<file path="src/rtl/sr04_echo_responder_if.sv">
// Trigger/echo pin bundle between an SR04 initiator and the emulated sensor side.
interface sr04_echo_responder_if;
  logic       trig_rx;
  logic [8:0] distance;
  logic       no_object;
  logic       echo_tx;
  logic       busy;
  logic       short_trig;

  modport master (
    output trig_rx, distance, no_object,
    input  echo_tx, busy, short_trig
  );

  modport slave (
    input  trig_rx, distance, no_object,
    output echo_tx, busy, short_trig
  );
endinterface

</file>
<file path="src/rtl/sr04_echo_responder.sv">
// SR04 sensor emulator: validates a trigger pulse, waits the burst delay, then
// returns an echo whose width in 1 MHz ticks encodes the programmed distance.
module sr04_echo_responder #(
  parameter int MIN_TRIG_US    = 10,
  parameter int BURST_DELAY_US = 200,
  parameter int US_PER_CM      = 64,
  parameter int TIMEOUT_US     = 38000,
  parameter int HOLDOFF_US     = 1000
) (
  input  logic                clk,
  input  logic                reset,
  input  logic                clock_1MHz,
  input  logic                clock_1MHz_prev,
  sr04_echo_responder_if.slave bus
);
  localparam logic [15:0] MIN_TRIG = 16'(MIN_TRIG_US);
  localparam logic [15:0] BURST    = 16'(BURST_DELAY_US);
  localparam logic [15:0] PER_CM   = 16'(US_PER_CM);
  localparam logic [15:0] TIMEOUT  = 16'(TIMEOUT_US);
  localparam logic [15:0] HOLDOFF  = 16'(HOLDOFF_US);

  typedef enum logic [2:0] {IDLE, TRIG, BURST_WAIT, ECHO, HOLD} state_t;

  state_t      state;
  logic [15:0] cnt;
  logic [15:0] width;
  logic        trig_s_p0, trig_s_p1, trig_prev_p2;
  logic        echo_q, busy_q, short_q;
  logic        tick, trig_rise, trig_fall;
  logic [15:0] cnt_inc;

  function automatic logic [15:0] sat_inc(input logic [15:0] v);
    return (v == 16'hFFFF) ? v : v + 16'd1;
  endfunction

  // Distance 0 is clamped to 1 cm; 511 cm * 64 still fits in 16 bits.
  function automatic logic [15:0] echo_width(input logic [8:0] d, input logic no_obj);
    logic [15:0] d_cm;
    d_cm = (d == 9'd0) ? 16'd1 : {7'd0, d};
    return no_obj ? TIMEOUT : d_cm * PER_CM;
  endfunction

  assign tick      = clock_1MHz & ~clock_1MHz_prev;
  assign trig_rise = trig_s_p1 & ~trig_prev_p2;
  assign trig_fall = ~trig_s_p1 & trig_prev_p2;
  assign cnt_inc   = tick ? sat_inc(cnt) : cnt;

  assign bus.echo_tx    = echo_q;
  assign bus.busy       = busy_q;
  assign bus.short_trig = short_q;

  always_ff @(posedge clk) begin
    if (!reset) begin
      state        <= IDLE;
      cnt          <= '0;
      width        <= '0;
      echo_q       <= 1'b0;
      busy_q       <= 1'b0;
      short_q      <= 1'b0;
      trig_s_p0    <= 1'b0;
      trig_s_p1    <= 1'b0;
      trig_prev_p2 <= 1'b0;
    end else begin
      // p0/p1: trigger synchronizer, p2: previous value for edge detection
      trig_s_p0    <= bus.trig_rx;
      trig_s_p1    <= trig_s_p0;
      trig_prev_p2 <= trig_s_p1;
      short_q      <= 1'b0;

      case (state)
        IDLE: begin
          if (trig_rise) begin
            state  <= TRIG;
            cnt    <= '0;
            busy_q <= 1'b1;
          end
        end
        TRIG: begin
          // A tick landing on the falling-edge cycle still counts toward the width.
          if (trig_fall) begin
            cnt <= '0;
            if (cnt_inc >= MIN_TRIG) begin
              width <= echo_width(bus.distance, bus.no_object);
              state <= BURST_WAIT;
            end else begin
              short_q <= 1'b1;
              busy_q  <= 1'b0;
              state   <= IDLE;
            end
          end else if (trig_s_p1) begin
            cnt <= cnt_inc;
          end
        end
        BURST_WAIT: begin
          if (cnt_inc >= BURST) begin
            cnt    <= '0;
            echo_q <= 1'b1;
            state  <= ECHO;
          end else begin
            cnt <= cnt_inc;
          end
        end
        ECHO: begin
          if (cnt_inc >= width) begin
            cnt    <= '0;
            echo_q <= 1'b0;
            state  <= HOLD;
          end else begin
            cnt <= cnt_inc;
          end
        end
        HOLD: begin
          if (cnt_inc >= HOLDOFF) begin
            cnt    <= '0;
            busy_q <= 1'b0;
            state  <= IDLE;
          end else begin
            cnt <= cnt_inc;
          end
        end
        default: begin
          cnt    <= '0;
          echo_q <= 1'b0;
          busy_q <= 1'b0;
          state  <= IDLE;
        end
      endcase
    end
  end
endmodule

</file>
<file path="src/flat_wrapper.sv">
// flat-port wrapper written by rule: the top's interface ports become plain ports
module sr04_echo_responder_flat 
#(
  parameter int MIN_TRIG_US    = 10,
  parameter int BURST_DELAY_US = 200,
  parameter int US_PER_CM      = 64,
  parameter int TIMEOUT_US     = 38000,
  parameter int HOLDOFF_US     = 1000
)
  (clk, reset, clock_1MHz, clock_1MHz_prev, bus_trig_rx, bus_distance, bus_no_object, bus_echo_tx, bus_busy, bus_short_trig);
  sr04_echo_responder_if bus_i ();
  input  logic clk;
  input  logic reset;
  input  logic clock_1MHz;
  input  logic clock_1MHz_prev;
  input wire logic [$bits(bus_i.trig_rx)-1:0] bus_trig_rx;
  input wire logic [$bits(bus_i.distance)-1:0] bus_distance;
  input wire logic [$bits(bus_i.no_object)-1:0] bus_no_object;
  output wire logic [$bits(bus_i.echo_tx)-1:0] bus_echo_tx;
  output wire logic [$bits(bus_i.busy)-1:0] bus_busy;
  output wire logic [$bits(bus_i.short_trig)-1:0] bus_short_trig;
  assign bus_i.trig_rx = bus_trig_rx;
  assign bus_i.distance = bus_distance;
  assign bus_i.no_object = bus_no_object;
  assign bus_echo_tx = bus_i.echo_tx;
  assign bus_busy = bus_i.busy;
  assign bus_short_trig = bus_i.short_trig;
  sr04_echo_responder #(.MIN_TRIG_US(MIN_TRIG_US), .BURST_DELAY_US(BURST_DELAY_US), .US_PER_CM(US_PER_CM), .TIMEOUT_US(TIMEOUT_US), .HOLDOFF_US(HOLDOFF_US)) u_core (.clk(clk), .reset(reset), .clock_1MHz(clock_1MHz), .clock_1MHz_prev(clock_1MHz_prev), .bus(bus_i));
endmodule
</file>
<file path="config.mk">
export PLATFORM = sky130hd
export DESIGN_NAME = sr04_echo_responder_flat
export DESIGN_NICKNAME = d
export VERILOG_FILES = /design/src/rtl/sr04_echo_responder_if.sv /design/src/rtl/sr04_echo_responder.sv /design/src/flat_wrapper.sv
export SDC_FILE = /design/constraint.sdc
export NUM_CORES = 1
export LEC_CHECK = 0
export ABC_CLOCK_PERIOD_IN_PS = 9300
export CAP_MARGIN = 40
export CORE_MARGIN = 2
export CORE_UTILIZATION = 40
export DETAILED_ROUTE_END_ITERATION = 16
export PLACE_DENSITY = 0.59
export SLEW_MARGIN = 20
export SYNTH_ARGS = -nofsm -noshare
export SYNTH_HDL_FRONTEND = slang
export SYNTH_SLANG_ARGS = --single-unit
</file>
<file path="constraint.sdc">
create_clock -name clk -period 9.3 [get_ports clk]
set_input_delay 1.395 -clock clk [delete_from_list [all_inputs] [get_ports clk]]
set_output_delay 1.395 -clock clk [all_outputs]
set_load 0.01 [all_outputs]
</file>
==> summary.txt <==
Logic synthesis
  • Unique masters post-synth: 64
  • Mapped Area: between 2000 and 3000 um^2
  • Post-synthesis net count: 341
  • EDFF count, synth: 0
  • Syn_area_per_cell: ~8.2 um^2
  • Synth warn: 0
  • Synth Flop Type: dfxtp_1
  • Flops & latches, synth: 35
  • Synthesized instance count: 313
  • Register area share after synthesis: 27.2%
  • Ys async rst share: 0%

Clock network
  • CTS resizes: 0
  • Root Buffer: clkbuf_8
  • Post-CTS Setup Inserts: 0
  • Max H-tree Level: 2
  • Clock Sinks: 35
  • CTS Buffer Depth: 2
  • Hold-fix buffers, CTS: 0
  • Total CTS buffers: 5
  • Clk pin slew, worst setup/hold paths: 0.08 ns
  • Clk Latency, worst-skew pair: 0.29 ns
  • TritonCTS clock tree: yes

Timing
  • Final WS setup: approximately 4.4 ns
  • Final Cycle Share: between 50% and 60%
  • Peak Freq: slightly above 0.2 GHz
  • Hold Vio Cnt, Final: 0
  • Max-slew headroom: between 60% and 70%
  • Final Max Slew Viols: 0
  • Final min period: approximately 5 ns
  • Sum of negative setup slack: 0 ns
  • RSZ-0062 raised after global routing: false
  • Clock skew: approximately 0.0080 ns
  • # setup viols final: 0
  • Least-Margin Pin Slew: around 0.59 ns

Drt
  • Vias: 2,396
  • Final ANT Viol Nets: 0
  • Final WL: 6530 um
  • Avg WL per Cell: between 15 and 20 um
  • # DRC: 0
  • DR pass1 iterations: 4
  • Via density: a little under 6
  • Initial DRC Count: approximately 140

Worst hold path
  • HP Class: flop to flop
  • Hold Path Depth: 1

Global route
  • Initial antenna violation count: 0
  • Overflow after GRT: 0
  • First-pass GRT wire length: between 10,000 and 15,000 um
  • Vias in the first global route: ~2,100
  • Largest net degree at the start of global routing: 17
  • Total track usage: around 18%

Critical path
  • Crit path kind: primary input to flop
  • Critical path peak fanout: 11
  • Reg2reg path depth: 14
  • CP endpoint kind: flop
  • Critical Path RT: 9.48 ns
  • Critical Path AT: around 5.1 ns
  • CP Launch Type: primary input

Placed design
  • Gpl congestion: 0.948
  • IO buf count: 17
  • Post-DP HPWL: 5090 um
  • Placed Area: between 2000 and 3000 um^2
  • Pre-CTS WS: roughly 4.1 ns

Finish
  • Final design utilization: a little under half
  • Commonest non-fill, non-tap cells in the layout: dfxtp_1, inv_1, nand2_1
  • Final net count: 352
  • Final instance area: roughly 2900 um^2
  • Share of layout cells above drive strength 1: roughly 9%
  • Area Growth Syn to Fin: 11.3%
  • Filler cell count: 643
  • Commonest non-fill, non-tap cell in the layout: dfxtp_1
  • # diodes: 0

Pwr
  • Peak supply drop: between 0.00005 and 0.00006 V
  • Power per cell area: ~100 nW/um^2
  • Total power: 288 uW
  • Pleak: around 0.0010 uW

Floorplanning
  • Die footprint: about 7100 um^2
  • Ports: 18
  • Die width: roughly 84 um
  • Starting Density: around two fifths
  • FP Rows: 29
  • Core Region: 6280 um^2
  • Die Y: 84.3 um

Run
  • Max-cap violations: 0

Run status
  • Status: complete, no violations
## final cells by class
class                           count  area (um^2)  share of cell area [%]
Multi-Input combinational cell    240         1710                    59.8
Sequential cell                    35          701                    24.4
Timing Repair Buffer               18          178                    6.20
Tap cell                           77         96.3                    3.36
Inverter                           24         90.1                    3.14
Clock buffer                        5         68.8                    2.40
Clock inverter                      3         20.0                   0.698
## final timing paths
path                     from                to  slack (ns)
max                clock_1MHz    u_core.cnt[14]        4.37
max reg2reg     u_core.cnt[3]    u_core.cnt[14]        5.30
min reg2reg  u_core.trig_s_p0  u_core.trig_s_p1        0.44
min          u_core.trig_s_p0  u_core.trig_s_p1        0.44
## cell usage after synthesis, types with 5 or more instances
| cell | number | area (um^2) |
|---|---|---|
| a21oi_1 | 16 | 80.1 |
| a32o_1 | 5 | 50.1 |
| and3_1 | 6 | 37.5 |
| buf_2 | 9 | 45.0 |
| dfxtp_1 | 35 | 701 |
| ha_1 | 13 | 163 |
| inv_1 | 23 | 86.3 |
| nand2_1 | 21 | 78.8 |
| nand3_1 | 10 | 50.1 |
| nand4_1 | 8 | 50.1 |
| nand4b_1 | 7 | 61.3 |
| nor2_1 | 18 | 67.6 |
| nor3_1 | 12 | 60.1 |
| nor4_1 | 10 | 62.6 |
| o21a_1 | 5 | 37.5 |
| o21ai_0 | 13 | 65.1 |
| o21ai_1 | 9 | 45.0 |
| or3_1 | 5 | 31.3 |
| xor2_1 | 6 | 52.6 |
## cell families after synthesis
family                   count (synthesis)  synth area share (%)
AND/OR/NAND/NOR                        128                  31.0
AO/OA/AOI/OAI                           84                  23.5
buffers and inverters                   38                  6.26
flip-flops                              35                  27.2
adder cells (fa/ha/maj)                 13                  6.31
XOR/XNOR                                10                  3.69
multiplexers                             5                  2.04
## worst max-delay path, stage by stage
cell and delay [ns]:
clkdlybuf4s50_1 0.49, and2b_1 0.26, nand2_1 0.27, o31a_1 0.37
or3_1 0.40, ha_1 0.30, and3_1 0.16, nand3_1 0.10
nor3_1 0.26, nand4_1 0.17, and3_4 0.26, or3_4 0.42
a32o_1 0.25
## sequential cells by signal (all words and copies together), names as in the netlist
name	cells
u_core.bus.busy	1
u_core.width	10
u_core.trig_prev_p2	1
u_core.trig_s_p1	1
u_core.cnt	16
u_core.trig_s_p0	1
u_core.bus.echo_tx	1
u_core.bus.short_trig	1
u_core.state	3
## metal layers
metal	track usage, %	part of all wire (%)	up-vias	routed length, um
li1	-	-	1198	-
met1	24.3	46	1118	2990
met2	29.7	47	65	3070
met3	3.44	4.3	15	279
met4	7.77	2.9	0	189
met5	0	0	-	0
## power breakdown
group,internal (uW),switching [uW],leakage [uW]
registers,151,1.03,0.000283
clock network,52.1,59.4,0.0000402
logic,11.2,13.4,0.000718
## per-stage QoR
stage / std cells / hold slack [ns]
after floorplan: 313 / 0.412
after global placement: 393 / 0.414
after detailed placement: 394 / 0.422
after CTS: 402 / 0.442
after global routing: 402 / 0.468
final: 402 / 0.437
No activity file was read; power rests on OpenSTA's default activity.
